**config.mk**
```make
export PLATFORM = sky130hd
export DESIGN_NAME = burst_bus_arbiter
export DESIGN_NICKNAME = d
export VERILOG_FILES = /design/src/rtl/burst_bus_arbiter.sv
export SDC_FILE = /design/constraint.sdc
export NUM_CORES = 1
export LEC_CHECK = 0
export CAP_MARGIN = 5
export CORE_AREA = 3 3 190 192
export DETAILED_ROUTE_END_ITERATION = 16
export DIE_AREA = 0 0 193 195
export PLACE_DENSITY = 0.45
export SLEW_MARGIN = 20
export SYNTH_ARGS = -nofsm -noshare
export SYNTH_HDL_FRONTEND = slang
export SYNTH_SLANG_ARGS = --single-unit
```
**constraint.sdc**
```tcl
create_clock -name clk -period 1.7 [get_ports clk]
set_input_delay 0.51 -clock clk [delete_from_list [all_inputs] [get_ports clk]]
set_output_delay 0.51 -clock clk [all_outputs]
set_load 0.01 [all_outputs]
```
**src/rtl/burst_bus_arbiter.sv**
```systemverilog
// Two-master burst arbiter in front of a single PSRAM burst port.
// Whole bursts are granted; write beats come from the owner and read beats are returned only to the owner.
module burst_bus_arbiter #(
  parameter int unsigned BURST_BEATS = 4,
  parameter int unsigned CMD_GAP     = 2,
  parameter bit          ROUND_ROBIN = 1'b1
) (
  input  logic        clk,
  input  logic        rst_n,
  // requester 0
  input  logic        m0_cmd_en,
  input  logic        m0_cmd,
  input  logic [21:0] m0_addr,
  input  logic [63:0] m0_wr_data,
  input  logic [7:0]  m0_data_mask,
  output logic        m0_ready,
  output logic [63:0] m0_rd_data,
  output logic        m0_rd_data_valid,
  // requester 1
  input  logic        m1_cmd_en,
  input  logic        m1_cmd,
  input  logic [21:0] m1_addr,
  input  logic [63:0] m1_wr_data,
  input  logic [7:0]  m1_data_mask,
  output logic        m1_ready,
  output logic [63:0] m1_rd_data,
  output logic        m1_rd_data_valid,
  // PSRAM controller
  output logic        mem_cmd_en,
  output logic        mem_cmd,
  output logic [21:0] mem_addr,
  output logic [63:0] mem_wr_data,
  output logic [7:0]  mem_data_mask,
  input  logic        mem_ready,
  input  logic [63:0] mem_rd_data,
  input  logic        mem_rd_data_valid
);

  localparam int unsigned BW = $clog2(BURST_BEATS + 1);
  localparam int unsigned GW = (CMD_GAP > 0) ? $clog2(CMD_GAP + 1) : 1;

  localparam logic [2:0] S_IDLE  = 3'd0;
  localparam logic [2:0] S_ISSUE = 3'd1;
  localparam logic [2:0] S_WRITE = 3'd2;
  localparam logic [2:0] S_READ  = 3'd3;
  localparam logic [2:0] S_GAP   = 3'd4;

  localparam logic [BW-1:0] LAST_BEAT = BW'(BURST_BEATS - 1);
  localparam logic [GW-1:0] LAST_GAP  = GW'((CMD_GAP > 0) ? CMD_GAP - 1 : 0);
  // With no gap configured a finished burst goes straight back to IDLE.
  localparam logic [2:0]    S_AFTER   = (CMD_GAP > 0) ? S_GAP : S_IDLE;

  logic [2:0]    state;
  logic          owner;
  logic          last_owner;
  logic [BW-1:0] beat_cnt;
  logic [GW-1:0] gap_cnt;
  logic          pick_m1;
  logic          data_phase;
  logic          rd_phase;

  always_comb begin
    pick_m1 = m1_cmd_en;
    if (m0_cmd_en && m1_cmd_en) begin
      pick_m1 = ROUND_ROBIN ? !last_owner : 1'b0;
    end
  end

  always_ff @(posedge clk or negedge rst_n) begin
    if (!rst_n) begin
      state      <= S_IDLE;
      owner      <= 1'b0;
      last_owner <= 1'b1;
      beat_cnt   <= '0;
      gap_cnt    <= '0;
      mem_addr   <= '0;
      mem_cmd    <= 1'b0;
    end else begin
      case (state)
        S_IDLE: begin
          if (mem_ready && (m0_cmd_en || m1_cmd_en)) begin
            owner    <= pick_m1;
            mem_addr <= pick_m1 ? m1_addr : m0_addr;
            mem_cmd  <= pick_m1 ? m1_cmd : m0_cmd;
            state    <= S_ISSUE;
          end
        end
        S_ISSUE: begin
          last_owner <= owner;
          beat_cnt   <= '0;
          gap_cnt    <= '0;
          if (!mem_cmd) begin
            state <= S_READ;
          end else if (BURST_BEATS == 1) begin
            state <= S_AFTER;
          end else begin
            state    <= S_WRITE;
            beat_cnt <= BW'(1);
          end
        end
        S_WRITE: begin
          if (beat_cnt == LAST_BEAT) begin
            state    <= S_AFTER;
            beat_cnt <= '0;
          end else begin
            beat_cnt <= beat_cnt + BW'(1);
          end
        end
        S_READ: begin
          if (mem_rd_data_valid) begin
            if (beat_cnt == LAST_BEAT) begin
              state    <= S_AFTER;
              beat_cnt <= '0;
            end else begin
              beat_cnt <= beat_cnt + BW'(1);
            end
          end
        end
        S_GAP: begin
          if (gap_cnt == LAST_GAP) begin
            state   <= S_IDLE;
            gap_cnt <= '0;
          end else begin
            gap_cnt <= gap_cnt + GW'(1);
          end
        end
        default: state <= S_IDLE;
      endcase
    end
  end

  // Beat 0 rides with the command; later write beats are taken live from the owner.
  assign data_phase    = (state == S_ISSUE) || (state == S_WRITE);
  assign rd_phase      = (state == S_READ) && mem_rd_data_valid;

  assign mem_cmd_en    = (state == S_ISSUE);
  assign mem_wr_data   = data_phase ? (owner ? m1_wr_data : m0_wr_data) : '0;
  assign mem_data_mask = data_phase ? (owner ? m1_data_mask : m0_data_mask) : '0;

  assign m0_ready         = (state == S_ISSUE) && !owner;
  assign m1_ready         = (state == S_ISSUE) && owner;
  assign m0_rd_data       = mem_rd_data;
  assign m1_rd_data       = mem_rd_data;
  assign m0_rd_data_valid = rd_phase && !owner;
  assign m1_rd_data_valid = rd_phase && owner;

endmodule
```
==> results of run 1 <==
through the flow:
stage	worst slack, ns	cell area [um^2]	power [mW]	hold slack (ns)	TNS (ns)
after CTS	-0.5219	6953	10.54	0.1166	-30.53
after global routing	-0.5499	7620	12.58	0.1289	-34.43
after global placement	-0.7990	6475	8.624	0.4250	-47.37
final	-0.4728	7620	11.79	0.1144	-28.72
after floorplan	0.05346	3675	4.723	0.2144	0
after detailed placement	-0.7980	6475	8.610	0.4260	-48.02
area by class of cell:
| cell class | count | area [um^2] | area share [%] |
|---|---|---|---|
| Clock buffer | 6 | 128.9 | 1.691 |
| Multi-Input combinational cell | 256 | 2330 | 30.57 |
| Timing Repair Buffer | 359 | 3712 | 48.72 |
| Sequential cell | 33 | 830.8 | 10.90 |
| Inverter | 3 | 13.76 | 0.1806 |
| Clock inverter | 2 | 35.03 | 0.4598 |
| Tap cell | 455 | 569.3 | 7.471 |
kinds of logic after synthesis:
family	synth area share, %
adder cells (fa/ha/maj)	0.3404
AO/OA/AOI/OAI	5.720
multiplexers	26.49
buffers and inverters	31.12
AND/OR/NAND/NOR	13.59
XOR/XNOR	0.2384
flip-flops	22.51
worst paths after layout:
kind                                    startpoint                        to  slack (ns)  depth (start not counted)
max in group asynchronous                    rst_n  mem_addr[10]$_DFFE_PN0P_        1.15                          2
setup reg to reg              state[0]$_DFFE_PN0P_   mem_addr[2]$_DFFE_PN0P_        0.11                          7
hold reg to reg            beat_cnt[2]$_DFFE_PN0P_   beat_cnt[2]$_DFFE_PN0P_        0.49                          1
min in group clk           beat_cnt[2]$_DFFE_PN0P_   beat_cnt[2]$_DFFE_PN0P_        0.49                          1
hold / removal                               rst_n   beat_cnt[2]$_DFFE_PN0P_        0.11                          1
setup / recovery                 owner$_DFFE_PN0P_           mem_wr_data[50]       -0.47                          6
routing by layer:
metal | up-vias | wire (um) | GRT usage, %
li1 | 1764 | - | -
met1 | 1687 | 7562 | 10.72
met2 | 264 | 9107 | 14.77
met3 | 58 | 2490 | 4.093
met4 | 0 | 689 | 3.724
met5 | - | 0 | 0
registers in the layout, summed over array words and instances, names as in the netlist:
register and flops:
state 3, owner 1, last_owner 1, mem_cmd 1, mem_addr 22, gap_cnt 2
beat_cnt 3
cell usage after synthesis:
cell type | number | area [um^2]
or2_2 | 1 | 6.260
mux2_2 | 2 | 22.52
o311ai_0 | 1 | 8.760
o21ai_0 | 6 | 30.03
buf_2 | 17 | 85.08
a21boi_1 | 1 | 7.510
o2111a_2 | 1 | 12.51
nor2_4 | 1 | 11.26
nor2b_1 | 2 | 12.51
and3b_1 | 1 | 8.760
and2b_1 | 1 | 7.510
nand3_1 | 1 | 5.000
o21a_1 | 2 | 15.01
o22ai_1 | 1 | 6.260
nor3b_1 | 1 | 7.510
and2_1 | 3 | 18.77
inv_2 | 1 | 3.750
nor3_2 | 1 | 10.01
nand2_1 | 3 | 11.26
dfstp_2 | 1 | 26.28
xor2_1 | 1 | 8.760
ha_1 | 1 | 12.51
a21oi_1 | 26 | 130.1
nand2b_1 | 3 | 18.77
dfrtp_1 | 32 | 800.8
buf_6 | 5 | 56.30
buf_4 | 132 | 991.0
inv_1 | 2 | 7.510
mux2i_1 | 95 | 950.9
nor2_1 | 99 | 371.6
nor3_1 | 2 | 10.01
power by group through the flow:
stage          logic [mW]  clock network (mW)  registers (mW)
2_1_floorplan        3.26                   0            1.47
3_3_place_gp         7.26                   0            1.37
3_5_place_dp         7.23                   0            1.38
4_1_cts              8.06                1.08            1.40
5_1_grt              10.0                1.11            1.45
6_report             9.36                1.03            1.39
what timing repair did:
action / 4_1_cts / 5_1_grt
gates resized for setup: 434 / 134
pin swaps: 11 / 30
setup buffers: 10 / 4
endpoints found under the setup margin: 95 / 94
hold endpoints to repair: 0 / 0
cloned: 5 / 5
==> run summary, run 1 <==
Status - finished, violations left
Failing checks - negative setup slack
Synth Net Count - 707
Starting Density - 10.64%
Flop pwr share - 11.8%
Syn Std Cell Area - 3675 um^2
Row Count - 68
Comb power frac - 79.4%
CTS buffer count - 5
First-pass GRT wire length - 25500 um
Iteration-0 DRC Markers - 80
Sw Share - 41.34%
Max_cap viols - 0
GP Congestion - 0.7082
Commonest non-fill, non-tap cell in the layout - clkdlybuf4s50_1
Number of routed nets with antenna violations - 0
Die Y - 195 um
Ant diodes - 0
Worst-skew pair later-pin latency - 0.28 ns
Worst-Margin Slew - 0.3008 ns
Largest delay share family, worst path - buffers and inverters
RSZ-0062 raised after global routing - yes
Mapped Avg Cell Area - 8.239 um^2
Dpl cells - 1085
Hpwl dp - 15100 um
DIE AREA - 37640 um^2
CTS tree - built
Pwr per Cell Area - 1547 nW/um^2
Post-route worst setup slack - -0.4728 ns
Clk sinks - 33
Synthesized flop and latch total - 33
Hold WC Path Type - input port to asynchronous set/reset pin
P_leak - 3.092 nW
CP Data Arrival Time - 1.66 ns
Cell Chain, Critical Path - buf_12 -> buf_16 -> buf_8 -> mux2i_4 -> nor2_1 -> buf_2
Synthesis-to-finish area growth - 107.4%
Yosys warnings - 0
Final core utilization - 22.06%
Crit start category - flop
I/O pin cnt - 488
Seq/Total Area, Yosys - 22.51%
Post-Syn Instances - 446
Max FO, Critical Path - 7
H-tree levels - 2
# hold bufs at CTS - 0
Total Wirelength - 19850 um
Hold Vio Cnt, Final - 0
Clock root buffer - clkbuf_16
Crit path kind - flop to output port
P_int - 6.913 mW
Cell Count, Final, Fillers Out - 1114
Worst vdd ir - 0.6470 mV
Worst relative slew slack - 79.37%
Worst Skew - 0.008104 ns
Final setup vio count - 77
Drt pass-1 iters - 4
Slew Limit Fails - 0
Number of global-route vias before repair - 3800
Slowest-stage cell, CP - dfrtp_4
Worst-case clock buffer depth - 2
Worst path bufs/invs - 4
DIE WIDTH - 193 um
Commonest cells after routing, fill and taps aside - clkdlybuf4s50_1 (192), mux2i_1 (59), nor2_1 (52)
Clock power share - 8.8%
Wire length per cell - 17.82 um
Core ar. - 34540 um^2
Clock transition at path regs - 0.06 ns
Crit path time final - 2.173 ns
Share of cells above drive strength 1 - 37.78%
Crit-path max cell delay - 0.51 ns
Count of input and output buffers - 295
Critical Path RT - 1.19 ns
Vias per Instance - 3.387
Final nets - 919
Grt total ovfl - 0
Final worst-path cycle share - 127.8%
Largest net degree at the start of global routing - 41
Yosys cell types - 31
Achievable Freq - 460.2 MHz
CP Capture Type - output port
Initial antenna violation count - 0
Fill cell count - 3784
Total track usage - 9.216%
# DRC - 0
Vias - 3773
Sw power - 4.872 mW
No activity file was read; power rests on OpenSTA's default activity.
==> inputs of run 2 (changes only) <==
--- a/config.mk
+++ b/config.mk
@@ -6,11 +6,11 @@
 export NUM_CORES = 1
 export LEC_CHECK = 0
 export CAP_MARGIN = 5
-export CORE_AREA = 3 3 190 192
+export CORE_AREA = 4 4 185 187
 export DETAILED_ROUTE_END_ITERATION = 16
-export DIE_AREA = 0 0 193 195
-export PLACE_DENSITY = 0.45
-export SLEW_MARGIN = 20
+export DIE_AREA = 0 0 189 191
+export PLACE_DENSITY = 0.47
+export SLEW_MARGIN = 0
 export SYNTH_ARGS = -nofsm -noshare
 export SYNTH_HDL_FRONTEND = slang
 export SYNTH_SLANG_ARGS = --single-unit
==> run 2 against run 1 <==
  * The flow still finishes with violations (negative setup slack)
  * Die area shrank 4.1%
  * Critical endpoint is now mem_wr_data[61]
  * Maximum frequency grew 0.78%
  * Power shrank 7.1%
  * Core utilization grew 0.19 points
  * First-iteration DRC count shrank 16%
  * Final area shrank 5.2%
  * Setup slack gained 0.017 ns
  * Critical path depth is the same
==> run summary, run 2 (synthesized netlist as in run 1, its figures left out) <==
Total track usage - 9.100% (-0.12 points)
Post-route worst setup slack - -0.4559 ns (+0.01685 ns)
# DRC - 0 (unchanged)
Hpwl dp - 15170 um (+0.48%)
CP Data Arrival Time - 1.65 ns (about the same)
Worst-case clock buffer depth - 2 (unchanged)
Synthesis-to-finish area growth - 96.53%
Worst-skew pair later-pin latency - 0.28 ns (about the same)
Crit path time final - 2.156 ns (-0.01685 ns)
Die Y - 191 um (-2.1%)
Final TNS setup - -29.14 ns (-0.4117 ns)
Slew Limit Fails - 0 (unchanged)
Core ar. - 32450 um^2 (-6.0%)
Final setup vio count - 77 (unchanged)
Worst vdd ir - 0.5224 mV (-19%)
DIE WIDTH - 189 um (-2.1%)
Worst Skew - 0.005593 ns (-0.002511 ns)
DIE AREA - 36100 um^2 (-4.1%)
Max reg flops - 22 (unchanged)
Max_cap viols - 0 (unchanged)
Commonest non-fill, non-tap cell in the layout - clkdlybuf4s50_1
Largest Register - mem_addr
Starting Density - 11.32% (+0.68 points)
Number of routed nets with antenna violations - 0 (unchanged)
Final nets - 917 (-0.22%)
Wire length per cell - 17.13 um (-3.9%)
Clock root buffer - clkbuf_16
Clk sinks - 33 (unchanged)
Ant diodes - 0 (unchanged)
Count of input and output buffers - 295 (unchanged)
Share of cells above drive strength 1 - 35.31% (-2.5 points)
Worst r2r src - state[0]$_DFFE_PN0P_
Critical Path RT - 1.19 ns (about the same)
Row Count - 66 (-2.9%)
End point of the critical path - mem_wr_data[61]
I/O pin cnt - 488 (unchanged)
Drt pass-1 iters - 4 (unchanged)
Status - finished, violations left
RSZ-0062 raised after global routing - yes
Clock transition at path regs - 0.06 ns (about the same)
Multi-input gate area - 2121 um^2 (-9.0%)
Reg2reg setup slack - 0.12 ns (about the same)
Worst-Margin Slew - 0.3285 ns (+0.02772 ns)
Top sig layer - met4
Vias - 3703 (-1.9%)
GP Congestion - 0.6834 (-3.5%)
Worst Setup SP - owner$_DFFE_PN0P_
Crit-path max cell delay - 0.56 ns (+0.05 ns)
Pwr per Cell Area - 1516 nW/um^2 (-2.0%)
Final worst-path cycle share - 126.8% (-0.99 points)
Regs by FF count - mem_addr x22, beat_cnt x3, state x3
CP Capture Type - output port
Register area - 830.8 um^2 (unchanged)
# hold bufs at CTS - 0 (unchanged)
CTS buffer count - 5 (unchanged)
Max FO, Critical Path - 7 (unchanged)
Vias per Instance - 3.369 (-0.52%)
Hold Vio Cnt, Final - 0 (unchanged)
Fill cell count - 3574 (-5.5%)
Crit path kind - flop to output port
Total Wirelength - 18830 um (-5.2%)
Cell Chain, Critical Path - buf_8 -> buf_12 -> buf_6 -> mux2i_1 -> nor2_1 -> buf_2
Worst relative slew slack - 77.82% (-1.6 points)
R2R depth - 5 (-2)
Failing checks - negative setup slack
Largest net degree at the start of global routing - 41 (unchanged)
FF-to-FF End - beat_cnt[1]$_DFFE_PN0P_
Crit start category - flop
Achievable Freq - 463.8 MHz (+0.78%)
WL met2 - 8602 um (-5.5%)
Hold WC Path Type - flop to flop
Slowest-stage cell, CP - dfrtp_4
Dpl ws - -0.7351 ns (+0.06290 ns)
Grt total ovfl - 0 (unchanged)
H-tree levels - 2 (unchanged)
Metal-1 WL - 7303 um (-3.4%)
Commonest cells after routing, fill and taps aside - clkdlybuf4s50_1 (194), mux2i_1 (78), buf_2 (54)
CTS tree - built
Iteration-0 DRC Markers - 67 (-16%)
Number of global-route vias before repair - 3873 (+1.9%)
Met3 wire len - 2492 um (about the same)
P_leak - 3.008 nW (-2.7%)
First-pass GRT wire length - 24970 um (-2.1%)
Initial antenna violation count - 0 (unchanged)
==> run 2: changes by cell type in the layout (fill, tap and decap cells not counted), sizes merged <==
| cell | change |
|---|---|
| buf | -2 |
| clkbuf | -1 |
| clkdlybuf4s50 | +2 |
| clkinv | -1 |
| clkinvlp | +1 |
| dlygate4sd2 | -1 |
==> run 2: metrics by stage <==
stage / hold slack [ns] / power [mW] / area [um^2] / cells / utilization (%)
finish: 0.4839 / 10.95 / 7222 / 1099 / 22.25
global route: 0.5081 / 11.72 / 7222 / 1099 / 22.25
CTS: 0.4875 / 10.05 / 6795 / 1093 / 20.94
detailed placement: 0.4743 / 8.661 / 6459 / 1070 / 19.90
global placement: 0.4646 / 8.664 / 6459 / 1070 / 19.90
floorplan: 0.2144 / 4.723 / 3675 / 446 / -
==> run 2: repair_timing <==
item,4_1_cts,5_1_grt
setup endpoints to repair,92,110
buffers inserted,20,5
resized for setup,381,112
gates cloned,0,4
pin swaps,9,16
==> run 2: where the power goes <==
group / internal [mW] / switching [mW]
Sequential: 1.16 / 0.267
Clock: 0.731 / 0.354
Combinational: 4.53 / 3.91
==> run 2: worst max-delay path: cells and delay by family (launching register included) <==
kind / cells / cell delay (ns)
multiplexers: 1 / 0.11
flip-flops: 1 / 0.56
buffers and inverters: 4 / 0.59
AND/OR/NAND/NOR: 1 / 0.11
==> run 2: worst min-delay path by stage <==
stage / endpoint / cells past startpoint / from
4_1_cts: gap_cnt[1]$_DFFE_PN0P_ / 1 / gap_cnt[1]$_DFFE_PN0P_
3_5_place_dp: gap_cnt[1]$_DFFE_PN0P_ / 1 / gap_cnt[1]$_DFFE_PN0P_
5_1_grt: gap_cnt[1]$_DFFE_PN0P_ / 1 / gap_cnt[1]$_DFFE_PN0P_
3_3_place_gp: gap_cnt[1]$_DFFE_PN0P_ / 1 / gap_cnt[1]$_DFFE_PN0P_
2_1_floorplan: beat_cnt[0]$_DFFE_PN0P_ / 0 / rst_n
6_report: gap_cnt[1]$_DFFE_PN0P_ / 1 / gap_cnt[1]$_DFFE_PN0P_
==> run 2: routing by layer <==
metal / global-route usage [%] / vias to the layer above
li1: - / 1770
met1: 10.44 / 1617
met2: 14.12 / 276
met3: 5.497 / 40
met4: 2.943 / 0
met5: 0 / -
==> run 2: final cells by class <==
cell class                      instances  share of cell area, %
Inverter                                3                 0.1559
Clock inverter                          2                 0.5198
Tap cell                              442                  7.658
Multi-Input combinational cell        256                  29.37
Timing Repair Buffer                  357                  48.87
Clock buffer                            6                  1.923
Sequential cell                        33                  11.50
